[src/rtl/lsu_ctrl_if.sv]
// Core and data-memory signals of the load/store controller.
// The controller connects through the slave modport; the core/memory side uses master.
interface lsu_ctrl_if;
  logic        Req;
  logic        WrEn;
  logic [1:0]  Size;
  logic        SignExt;
  logic [31:0] Addr;
  logic [31:0] StoreData;
  logic        Busy;
  logic        Done;
  logic        AddrErr;
  logic [31:0] LoadData;
  logic [29:0] MemAd;
  logic [31:0] MemWrData;
  logic        MemWr;
  logic [31:0] MemRdData;

  modport slave (
    input  Req, WrEn, Size, SignExt, Addr, StoreData, MemRdData,
    output Busy, Done, AddrErr, LoadData, MemAd, MemWrData, MemWr
  );

  modport master (
    output Req, WrEn, Size, SignExt, Addr, StoreData, MemRdData,
    input  Busy, Done, AddrErr, LoadData, MemAd, MemWrData, MemWr
  );
endinterface

[src/rtl/lsu_ctrl.sv]
// Load/store initiator: aligned word reads, sub-word extract/extend,
// read-modify-write for sub-word stores, one-cycle Done pulse.
module lsu_ctrl #(
  parameter bit BIG_ENDIAN        = 1'b0,
  parameter bit WORD_STORE_BYPASS = 1'b1
) (
  input  logic     Clk,
  input  logic     Reset,
  lsu_ctrl_if.slave bus
);

  typedef enum logic [2:0] {IDLE, RD, CAP, WR, DONE, ERR} state_t;

  state_t      state, state_next;
  logic [1:0]  addr_q;
  logic [1:0]  size_q;
  logic        wr_q;
  logic        sext_q;
  logic [31:0] sdata_q;

  logic        misaligned;
  logic        bypass;
  logic [4:0]  bsh, hsh;
  logic [7:0]  byte_v;
  logic [15:0] half_v;
  logic [31:0] load_val, mask, ins, merge_val;

  assign bus.Busy = (state != IDLE);

  assign misaligned = (bus.Size == 2'b11) ||
                      (bus.Size == 2'b01 && bus.Addr[0]) ||
                      (bus.Size == 2'b10 && bus.Addr[1:0] != 2'b00);
  assign bypass     = WORD_STORE_BYPASS && bus.WrEn && bus.Size == 2'b10;

  always_ff @(posedge Clk or posedge Reset) begin
    if (Reset) state <= IDLE;
    else       state <= state_next;
  end

  always_comb begin
    state_next = state;
    unique case (state)
      IDLE: if (bus.Req) begin
              if (misaligned)  state_next = ERR;
              else if (bypass) state_next = WR;
              else             state_next = RD;
            end
      RD:   state_next = CAP;
      CAP:  state_next = wr_q ? WR : DONE;
      WR:   state_next = DONE;
      DONE: state_next = IDLE;
      ERR:  state_next = IDLE;
      default: state_next = IDLE;
    endcase
  end

  // Big-endian mirrors the lanes: byte k lives at 3-k, half 0 at the top.
  always_comb begin
    bsh    = {(BIG_ENDIAN ? ~addr_q[1:0] : addr_q[1:0]), 3'b000};
    hsh    = {(BIG_ENDIAN ? ~addr_q[1] : addr_q[1]), 4'b0000};
    byte_v = 8'(bus.MemRdData >> bsh);
    half_v = 16'(bus.MemRdData >> hsh);
    load_val = bus.MemRdData;
    mask     = '1;
    ins      = sdata_q;
    case (size_q)
      2'b00: begin
        load_val = sext_q ? {{24{byte_v[7]}}, byte_v} : {24'h0, byte_v};
        mask     = 32'h0000_00FF << bsh;
        ins      = {24'h0, sdata_q[7:0]} << bsh;
      end
      2'b01: begin
        load_val = sext_q ? {{16{half_v[15]}}, half_v} : {16'h0, half_v};
        mask     = 32'h0000_FFFF << hsh;
        ins      = {16'h0, sdata_q[15:0]} << hsh;
      end
      default: ;
    endcase
    merge_val = (bus.MemRdData & ~mask) | (ins & mask);
  end

  always_ff @(posedge Clk or posedge Reset) begin
    if (Reset) begin
      bus.Done      <= 1'b0;
      bus.AddrErr   <= 1'b0;
      bus.MemWr     <= 1'b0;
      bus.LoadData  <= '0;
      bus.MemAd     <= '0;
      bus.MemWrData <= '0;
      addr_q        <= '0;
      size_q        <= '0;
      wr_q          <= 1'b0;
      sext_q        <= 1'b0;
      sdata_q       <= '0;
    end else begin
      bus.Done    <= (state_next == DONE) || (state_next == ERR);
      bus.AddrErr <= (state_next == ERR);
      bus.MemWr   <= (state_next == WR);
      if (state == IDLE && bus.Req) begin
        addr_q    <= bus.Addr[1:0];
        size_q    <= bus.Size;
        wr_q      <= bus.WrEn;
        sext_q    <= bus.SignExt;
        sdata_q   <= bus.StoreData;
        bus.MemAd <= bus.Addr[31:2];
        if (bypass && !misaligned) bus.MemWrData <= bus.StoreData;
      end
      if (state == CAP) begin
        if (wr_q) bus.MemWrData <= merge_val;
        else      bus.LoadData  <= load_val;
      end
    end
  end

endmodule
[src/flat_wrapper.sv]
// flat-port wrapper written by rule: the top's interface ports become plain ports
module lsu_ctrl_flat 
#(
  parameter bit BIG_ENDIAN        = 1'b0,
  parameter bit WORD_STORE_BYPASS = 1'b1
)
  (Clk, Reset, bus_Req, bus_WrEn, bus_Size, bus_SignExt, bus_Addr, bus_StoreData, bus_MemRdData, bus_Busy, bus_Done, bus_AddrErr, bus_LoadData, bus_MemAd, bus_MemWrData, bus_MemWr);
  lsu_ctrl_if bus_i ();
  input  logic Clk;
  input  logic Reset;
  input wire logic [$bits(bus_i.Req)-1:0] bus_Req;
  input wire logic [$bits(bus_i.WrEn)-1:0] bus_WrEn;
  input wire logic [$bits(bus_i.Size)-1:0] bus_Size;
  input wire logic [$bits(bus_i.SignExt)-1:0] bus_SignExt;
  input wire logic [$bits(bus_i.Addr)-1:0] bus_Addr;
  input wire logic [$bits(bus_i.StoreData)-1:0] bus_StoreData;
  input wire logic [$bits(bus_i.MemRdData)-1:0] bus_MemRdData;
  output wire logic [$bits(bus_i.Busy)-1:0] bus_Busy;
  output wire logic [$bits(bus_i.Done)-1:0] bus_Done;
  output wire logic [$bits(bus_i.AddrErr)-1:0] bus_AddrErr;
  output wire logic [$bits(bus_i.LoadData)-1:0] bus_LoadData;
  output wire logic [$bits(bus_i.MemAd)-1:0] bus_MemAd;
  output wire logic [$bits(bus_i.MemWrData)-1:0] bus_MemWrData;
  output wire logic [$bits(bus_i.MemWr)-1:0] bus_MemWr;
  assign bus_i.Req = bus_Req;
  assign bus_i.WrEn = bus_WrEn;
  assign bus_i.Size = bus_Size;
  assign bus_i.SignExt = bus_SignExt;
  assign bus_i.Addr = bus_Addr;
  assign bus_i.StoreData = bus_StoreData;
  assign bus_i.MemRdData = bus_MemRdData;
  assign bus_Busy = bus_i.Busy;
  assign bus_Done = bus_i.Done;
  assign bus_AddrErr = bus_i.AddrErr;
  assign bus_LoadData = bus_i.LoadData;
  assign bus_MemAd = bus_i.MemAd;
  assign bus_MemWrData = bus_i.MemWrData;
  assign bus_MemWr = bus_i.MemWr;
  lsu_ctrl #(.BIG_ENDIAN(BIG_ENDIAN), .WORD_STORE_BYPASS(WORD_STORE_BYPASS)) u_core (.Clk(Clk), .Reset(Reset), .bus(bus_i));
endmodule
[config.mk]
export PLATFORM = sky130hd
export DESIGN_NAME = lsu_ctrl_flat
export DESIGN_NICKNAME = d
export VERILOG_FILES = /design/src/rtl/lsu_ctrl_if.sv /design/src/rtl/lsu_ctrl.sv /design/src/flat_wrapper.sv
export SDC_FILE = /design/constraint.sdc
export NUM_CORES = 1
export LEC_CHECK = 0
export CAP_MARGIN = 10
export CORE_AREA = 4 4 134 136
export CTS_BUF_LIST = sky130_fd_sc_hd__clkbuf_2 sky130_fd_sc_hd__clkbuf_4 sky130_fd_sc_hd__clkbuf_8
export DETAILED_ROUTE_END_ITERATION = 10
export DIE_AREA = 0 0 138 140
export MAX_ROUTING_LAYER = met4
export PLACE_DENSITY = 0.73
export SLEW_MARGIN = 5
export SYNTH_ARGS = -nofsm -noshare
export SYNTH_HDL_FRONTEND = slang
export SYNTH_SLANG_ARGS = --single-unit
[constraint.sdc]
create_clock -name Clk -period 4.6 [get_ports Clk]
set_clock_uncertainty 0.05 [all_clocks]
set_input_delay 0.92 -clock Clk [delete_from_list [all_inputs] [get_ports Clk]]
set_output_delay 0.92 -clock Clk [all_outputs]
set_load 0.01 [all_outputs]
==> results of run 1 <==
==> worst min-delay path by stage <==
| stage | end | cells past startpoint | slack, ps | from |
|---|---|---|---|---|
| detailed placement | u_core.sdata_q[20]$_DFFE_PP0P_ | 2 | 410 | u_core.sdata_q[20]$_DFFE_PP0P_ |
| finish | u_core.sdata_q[26]$_DFFE_PP0P_ | 2 | 420 | u_core.sdata_q[26]$_DFFE_PP0P_ |
| CTS | u_core.sdata_q[26]$_DFFE_PP0P_ | 2 | 430 | u_core.sdata_q[26]$_DFFE_PP0P_ |
| global route | u_core.sdata_q[26]$_DFFE_PP0P_ | 2 | 440 | u_core.sdata_q[26]$_DFFE_PP0P_ |
| floorplan | u_core.sdata_q[16]$_DFFE_PP0P_ | 2 | 390 | u_core.sdata_q[16]$_DFFE_PP0P_ |
| global placement | u_core.sdata_q[19]$_DFFE_PP0P_ | 2 | 400 | u_core.sdata_q[19]$_DFFE_PP0P_ |
==> synth_stat cells, drive strengths merged, types with 4 or more instances <==
library cell and n:
a222oi 8, o22ai 14, nand3 48, o211ai 11, a21oi 27, a221oi 5
and3 15, nand2 228, a211oi 9, a31oi 4, inv 9, clkbuf 44
a22o 16, mux2i 43, nor2 30, a22oi 8, dfrtp 138, buf 11
o21ai 38
==> power breakdown <==
part           internal (mW)  total, mW  switching (mW)
registers               1.77       2.19           0.422
clock network          0.520       1.01           0.487
logic                   1.39       2.95            1.56
total                   3.68       6.15            2.47
==> layout make-up <==
type                            instances  area (um^2)  share of cell area
Sequential cell                       138         3450               0.374
Multi-Input combinational cell        538         2950               0.320
Clock inverter                         11          121              0.0131
Clock buffer                           21          277              0.0299
Tap cell                              225          282              0.0305
Timing Repair Buffer                  213         2110               0.229
Inverter                                9         37.5             0.00406
==> through the flow <==
step	cell area, um^2	power [mW]	utilization	setup WS [ps]
finish	9240	6.15	0.545	1750
global route	9240	6.56	0.545	1640
CTS	9240	6.18	0.545	1740
detailed placement	8840	5.15	0.522	1510
global placement	8840	5.12	0.522	1590
floorplan	6650	3.74	-	1910
==> sequential cells by signal, indices dropped and copies added (netlist names) <==
signal / count
u_core.state: 3
u_core.sext_q: 1
u_core.bus.MemAd: 30
u_core.sdata_q: 32
u_core.bus.MemWr: 1
u_core.bus.LoadData: 32
u_core.size_q: 2
u_core.bus.Done: 1
u_core.bus.AddrErr: 1
u_core.addr_q: 2
u_core.bus.MemWrData: 32
u_core.wr_q: 1
==> critical path: cells and delay by family, from the launching register on <==
kind | cells | cell delay (ps)
and+or+nand+nor | 1 | 320
buffers and inverters | 2 | 610
DFF | 1 | 490
==> metal layers <==
| layer | up-vias | track usage | share of wire |
|---|---|---|---|
| met4 | 0 | 0.0900 | 0.033 |
| met5 | - | - | 0 |
| met1 | 3002 | 0.303 | 0.44 |
| li1 | 2924 | - | - |
| met2 | 292 | 0.337 | 0.45 |
| met3 | 42 | 0.0693 | 0.083 |
==> kinds of logic (layout without fill, tap and decap cells) <==
| group | after synthesis | after routing |
|---|---|---|
| buffers and inverters | 64 | 254 |
| muxes | 45 | 45 |
| and+or+nand+nor | 341 | 341 |
| AOI/OAI and AO/OA | 152 | 152 |
| DFF | 138 | 138 |
==> results_dict.tcl, run 1 <==
set metrics [dict create \
    status "complete, no violations" \
    core_um2 16900 \
    fin_cells 1155 \
    die_w_um 138 \
    syn_area_per_cell_um2 8.98 \
    htree_num_levels 4 \
    synthArstFlopShare 1.00 \
    drv_cap 0 \
    finalCriticalPeriod_ps 2850 \
    synth-xor-area-share 0 \
    pin_count 201 \
    grt_use_total 0.231 \
    worstSetupEndpointType "output port" \
    crit_end "bus_Busy" \
    critPathKind "reg -> out" \
    synth_adder_area_share 0 \
    r2r_start "u_core.size_q[0]$_DFFE_PP0P_" \
    drc 0 \
    clock-sinks 138 \
    synthSimpleGateAreaFrac 0.219 \
    synth-compound-area-share 0.154 \
    finalMaxSlewViolations 0 \
    synth_edf_count 0 \
    portBuffers 200 \
    yosysTopAreaCellShare 0.519 \
    rows 48 \
    synth_top_family_by_area "simple AND/OR/NAND/NOR gates" \
    hold_class "reg -> reg" \
    fmax_ghz 0.351 \
    worst_path_max_delay_cell "clkdlybuf4s50_1" \
    fillers 1617 \
    ys_seq_area_frac 0.519 \
    synth_mux_area_frac 0.0681 \
    synth-main-ff-cell "dfrtp_1" \
    cp_cell_sequence "nor3_2 -> inv_2 -> clkdlybuf4s50_1" \
    vias 6260 \
    gp_congestion 0.879 \
    first_global_vias 6001 \
    cts_tree "done" \
    grt_max_degree 81 \
    relSlewSlack 0.279 \
    finalSetupTns_ps 0 \
    postRouteAntennaNets 0 \
    cp_data_required_time_ps 3630 \
    synth_seq_cells 138 \
    synth_warnings 0 \
    clk_latency_ps 470 \
    nNetsFinal 1020 \
    r2r_slack_ps 2010 \
    dieArea_um2 19300 \
    cpPeakStageDelay_ps 510 \
    postCtsResizedCells 0 \
    min_period_over_period 0.619 \
    powerDensity_nw_per_um2 666 \
    ir_drop_mv 0.347 \
    postCtsSetupBuffers 0 \
    cts_made_buffers 17 \
    antenna_found_initial 0 \
    first_pass_iters 6 \
    synth_nets 843 \
    clock_path_buffers 2 \
    wirelength_um 21700 \
    layout-drive-gt1-share 0.0613 \
    final_hold_viol_count 0 \
    worstMarginPinSlew_ps 1080 \
    initial_utilization 0.393 \
    worstSetupStartpoint "u_core.state[0]$_DFF_PP0_" \
    clock-root-buffer "clkbuf_8" \
    final_cell_mix "227 x nand2_1, 200 x clkdlybuf4s50_1, 138 x dfrtp_1" \
    clkTransAtPathRegs_ps 80 \
    arrival_ps 1880 \
    grt_pass1_wl_um 34000 \
    reg2reg_depth 5 \
    hold_ws_ps 423 \
    first_iter_violations 504 \
    n_antenna_cell 0 \
    grt_overflow_total 0 \
    avgViaCountPerCell 5.42 \
    syn_inst 740 \
    postCtsHoldBufs 0 \
    setup_viol 0 \
    place_inst 1123 \
    critPathLaunchType "flop" \
    die_h_um 140 \
    synthesis.area_um2 6650 \
    wire_per_inst_um 18.8 \
    synth_area_leader_cell "dfrtp_1" \
    critPathMaxFanout 8 \
    hpwl_um 15300 \
    syn2layout_area_growth_pct 38.9 \
    synth.area.top_cells "dfrtp_1 52%, nand2_1 13%, mux2i_1 6.5%, nand3_1 3.6%, o21ai_0 2.6%" \
    yosys.cell_types.count 45 \
    final_common_cell "nand2_1" \
    rsz0062_at_grt "false" \
    r2r_end "u_core.bus.MemWrData[20]$_DFF_PP0_" \
    p_leak_nw 4.32 \
]
Note: power is estimated with default switching activity, not from simulation.
==> run 2, diff against run 1 <==
--- a/config.mk
+++ b/config.mk
@@ -11,7 +11,7 @@
 export DETAILED_ROUTE_END_ITERATION = 10
 export DIE_AREA = 0 0 138 140
 export MAX_ROUTING_LAYER = met4
-export PLACE_DENSITY = 0.73
+export PLACE_DENSITY = 0.7
 export SLEW_MARGIN = 5
 export SYNTH_ARGS = -nofsm -noshare
 export SYNTH_HDL_FRONTEND = slang
==> constraint.sdc (replaced) <==
create_clock -name Clk -period 2.83 [get_ports Clk]
set_clock_uncertainty 0.05 [all_clocks]
set_input_delay 0.566 -clock Clk [delete_from_list [all_inputs] [get_ports Clk]]
set_output_delay 0.566 -clock Clk [all_outputs]
set_load 0.01 [all_outputs]
==> results_dict.tcl, run 2 (synthesis results as in run 1) <==
set metrics [dict create \
    cts_made_buffers 17 \
    final_common_cell "nand2_1" \
    hold_class "in -> async" \
    place_inst 1134 \
    setup_viol 0 \
    cp_data_required_time_ps 2210 \
    fillers 1533 \
    rsz0062_at_grt "false" \
    cp_cell_sequence "nor3_2 -> inv_2 -> clkdlybuf4s50_1" \
    initial_utilization 0.393 \
    cts_tree "done" \
    die_w_um 138 \
    postCtsSetupBuffers 0 \
    gp_congestion 0.890 \
    total_power_mw 10.3 \
    fmax_ghz 0.401 \
    nNetsFinal 1031 \
    final_cell_mix "227 x nand2_1, 200 x clkdlybuf4s50_1, 138 x dfrtp_1" \
    finalMaxSlewViolations 0 \
    critPathKind "reg -> out" \
    p_leak_nw 4.40 \
    critPathLaunchType "flop" \
    vias 6195 \
    ir_drop_mv 0.562 \
    clock-sinks 138 \
    clock-root-buffer "clkbuf_8" \
    critPathMaxFanout 8 \
    finalSetupTns_ps 0 \
    pin_count 201 \
    grt_use_total 0.231 \
    fin_cells 1166 \
    htree_num_levels 4 \
    reg.largest.list "u_core.bus.LoadData: 32 flops, u_core.bus.MemWrData: 32 flops, u_core.sdata_q: 32 flops" \
    syn2layout_area_growth_pct 41.3 \
    layout-drive-gt1-share 0.0723 \
    multi_input_area_um2 2950 \
    final_hold_viol_count 0 \
    n_antenna_cell 0 \
    drv_cap 0 \
    antenna_found_initial 0 \
    grt_max_degree 78 \
    cpPeakStageDelay_ps 510 \
    grt_overflow_total 0 \
    clock_path_buffers 2 \
    worst_path_max_delay_cell "clkdlybuf4s50_1" \
    powerDensity_nw_per_um2 1100 \
    min_period_over_period 0.882 \
    worstSetupEndpointType "output port" \
    clkTransAtPathRegs_ps 80 \
    first_global_vias 6189 \
    dieArea_um2 19300 \
    utilization 0.554 \
    postRouteAntennaNets 0 \
    postCtsHoldBufs 0 \
    relSlewSlack 0.459 \
    postCtsResizedCells 0 \
    wirelength_um 21600 \
    worstMarginPinSlew_ps 811 \
    first_pass_iters 6 \
    rows 48 \
    first_iter_violations 496 \
    wire_per_inst_um 18.6 \
    drc 0 \
    portBuffers 200 \
    finalCriticalPeriod_ps 2500 \
    status "complete, no violations" \
    core_um2 16900 \
    arrival_ps 1880 \
    grt_pass1_wl_um 34400 \
    avgViaCountPerCell 5.31 \
    hpwl_um 15600 \
    register_area_um2 3450 \
    die_h_um 140 \
    clk_latency_ps 470 \
]
-- run 2: power by group --
| group | leakage (nW) | switching [mW] | internal, mW |
|---|---|---|---|
| Combinational | 2.47 | 2.46 | 2.33 |
| Clock | 0.226 | 0.826 | 1.05 |
| Sequential | 1.71 | 0.774 | 2.88 |
| Total | 4.40 | 4.06 | 6.26 |
-- run 2: layout make-up --
class	count	share of cell area
clock inverter	15	0.0239
tap	225	0.0300
clock buffer	17	0.0249
timing repair buffer	224	0.235
sequential	138	0.368
multi-input combinational	538	0.314
inverter	9	0.00400
-- run 2: path summary, 6_finish.rpt --
check	start	endpoint	slack [ps]	depth (start not counted)
setup / recovery	u_core.state[0]$_DFF_PP0_	bus_Busy	330	3
hold / removal	Reset	u_core.bus.MemAd[21]$_DFFE_PP0P_	350	2
setup reg to reg	u_core.addr_q[1]$_DFFE_PP0P_	u_core.bus.MemWrData[24]$_DFF_PP0_	610	3
hold reg to reg	u_core.sdata_q[31]$_DFFE_PP0P_	u_core.sdata_q[31]$_DFFE_PP0P_	420	2
max in group asynchronous	Reset	u_core.bus.LoadData[23]$_DFFE_PP0P_	1700	3
min in group Clk	u_core.sdata_q[31]$_DFFE_PP0P_	u_core.sdata_q[31]$_DFFE_PP0P_	420	2
-- run 2: critical path, delay by kind of cell, from the launching register on --
kind,cells,cell delay [ps]
buf+inv,2,610
flops,1,500
simple gates,1,320
-- run 2: routing by layer --
metal	global-route usage	part of all wire	up-vias
met1	0.300	0.44	2949
met5	-	0	-
li1	-	-	2947
met3	0.0645	0.083	30
met4	0.0754	0.020	0
met2	0.353	0.46	269
-- run 2: stage by stage --
stage                     setup WS (ps)  hold slack [ps]  cell area, um^2
after floorplan                     493              390             6650
after global placement              358              401             8930
after detailed placement            262              407             8930
after CTS                           313              329             9390
after global routing                225              348             9390
final                               334              346             9390
==> run 3, diff against run 2 <==
--- a/config.mk
+++ b/config.mk
@@ -6,12 +6,12 @@
 export NUM_CORES = 1
 export LEC_CHECK = 0
 export CAP_MARGIN = 10
-export CORE_AREA = 4 4 134 136
+export CORE_AREA = 4 4 127 129
 export CTS_BUF_LIST = sky130_fd_sc_hd__clkbuf_2 sky130_fd_sc_hd__clkbuf_4 sky130_fd_sc_hd__clkbuf_8
 export DETAILED_ROUTE_END_ITERATION = 10
-export DIE_AREA = 0 0 138 140
+export DIE_AREA = 0 0 131 133
 export MAX_ROUTING_LAYER = met4
-export PLACE_DENSITY = 0.7
+export PLACE_DENSITY = 0.77
 export SLEW_MARGIN = 5
 export SYNTH_ARGS = -nofsm -noshare
 export SYNTH_HDL_FRONTEND = slang
==> constraint.sdc (replaced) <==
create_clock -name Clk -period 2.77 [get_ports Clk]
set_clock_uncertainty 0.05 [all_clocks]
set_input_delay 0.554 -clock Clk [delete_from_list [all_inputs] [get_ports Clk]]
set_output_delay 0.554 -clock Clk [all_outputs]
set_load 0.01 [all_outputs]
==> results_dict.tcl, run 3 (synthesis results as in run 1) <==
set metrics [dict create \
    postCtsHoldBufs 0 \
    first_global_vias 6062 \
    relSlewSlack 0.456 \
    first_pass_iters 7 \
    hold_ws_ps 283 \
    grt_max_degree 80 \
    nNetsFinal 1031 \
    p_leak_nw 4.38 \
    layout-drive-gt1-share 0.0713 \
    clock-root-buffer "clkbuf_8" \
    cts_tree "done" \
    syn2layout_area_growth_pct 39.6 \
    clock-sinks 138 \
    grt_use_total 0.253 \
    critPathTopFamily "buffers and inverters" \
    clockPowerShare 0.156 \
    cpPeakStageDelay_ps 500 \
    hold_class "in -> async" \
    finalSetupTns_ps 0 \
    avgViaCountPerCell 5.59 \
    setup_viol 0 \
    first_iter_violations 637 \
    arrival_ps 1900 \
    worstMarginPinSlew_ps 815 \
    p_int_mw 6.17 \
    final_common_cell "nand2_1" \
    clk_latency_ps 460 \
    die_w_um 131 \
    status "complete, no violations" \
    powerDensity_nw_per_um2 1110 \
    antenna_found_initial 0 \
    fmax_ghz 0.400 \
    critPathLaunchType "flop" \
    clkTransAtPathRegs_ps 70 \
    drc 0 \
    die_h_um 133 \
    core_um2 15000 \
    min_period_over_period 0.902 \
    initial_utilization 0.442 \
    cp.buffers_inverters 2 \
    worstSetupStartpoint "u_core.state[0]$_DFF_PP0_" \
    critPathKind "reg -> out" \
    swShare 0.399 \
    r2r_start "u_core.addr_q[1]$_DFFE_PP0P_" \
    rsz0062_at_grt "false" \
    cp_cell_sequence "nor3_2 -> inv_2 -> clkdlybuf4s50_1" \
    grt_pass1_wl_um 33100 \
    worstSetupEndpointType "output port" \
    rows 45 \
    postCtsResizedCells 0 \
    clock_path_buffers 2 \
    critPathMaxFanout 8 \
    power_frac_seq 0.362 \
    dieArea_um2 17400 \
    hpwl_um 15300 \
    ir_drop_mv 0.530 \
    pin_count 201 \
    switching_power_mw 4.10 \
    final_hold_viol_count 0 \
    drv_cap 0 \
    portBuffers 200 \
    finalMaxSlewViolations 0 \
    wire_per_inst_um 18.9 \
    htree_num_levels 4 \
    wirelength_um 21300 \
    pwr-share-comb 0.482 \
    grt_overflow_total 0 \
    finalCriticalPeriod_ps 2500 \
    postCtsSetupBuffers 0 \
    postRouteAntennaNets 0 \
    n_antenna_cell 0 \
    vias 6300 \
    gp_congestion 0.908 \
    reg.largest.list "u_core.bus.LoadData: 32 flops, u_core.bus.MemWrData: 32 flops, u_core.sdata_q: 32 flops" \
    cts_made_buffers 17 \
    final_cell_mix "227 x nand2_1, 200 x clkdlybuf4s50_1, 138 x dfrtp_1" \
    worst_path_max_delay_cell "clkdlybuf4s50_1" \
    cp_data_required_time_ps 2170 \
]
[run 3: final timing paths]
| check | to | slack [ps] | depth (start not counted) |
|---|---|---|---|
| max | bus_Busy | 270 | 3 |
| min | u_core.bus.AddrErr$_DFF_PP0_ | 280 | 2 |
| max reg2reg | u_core.bus.MemWrData[23]$_DFF_PP0_ | 610 | 3 |
| min reg2reg | u_core.sdata_q[17]$_DFFE_PP0P_ | 420 | 2 |
| max in group asynchronous | u_core.bus.LoadData[19]$_DFFE_PP0P_ | 1770 | 3 |
| min in group Clk | u_core.sdata_q[17]$_DFFE_PP0P_ | 420 | 2 |
[run 3: through the flow]
stage | utilization | setup WS (ps) | power, mW | cell area (um^2) | std cells
after floorplan | - | 445 | 6.20 | 6650 | 740
after global placement | 0.592 | 407 | 8.56 | 8900 | 1097
after detailed placement | 0.592 | 330 | 8.66 | 8900 | 1097
after CTS | 0.617 | 245 | 10.3 | 9280 | 1128
after global routing | 0.617 | 173 | 11.0 | 9280 | 1128
final | 0.617 | 270 | 10.3 | 9280 | 1128
[run 3: power by group through the flow]
stage	combinational [mW]	clock, mW	sequential, mW
global route	5.41	1.73	3.82
detailed placement	4.95	0	3.71
global placement	4.86	0	3.70
finish	4.94	1.60	3.71
CTS	4.96	1.63	3.70
floorplan	2.43	0	3.77
[run 3: cell type report]
class	instances	area (um^2)
well taps	188	235
multi-input cells	538	2950
inverters	9	37.5
clock buffers	24	318
fillers	1268	5750
flip-flops and latches	138	3450
repair buffers	224	2220
clock inverters	7	65.1
[run 3: worst register-to-register path, stage by stage, from the launching register on]
cell	delay [ps]
dfrtp_1	820
nand2_1	400
a211oi_1	590
o22ai_1	170
[run 3: layer usage]
layer,GRT usage,up-vias,routed length [um]
met5,-,-,0
met4,0.0800,0,524
met3,0.0670,39,1730
met2,0.362,305,9710
met1,0.351,3011,9330
li1,-,2945,-
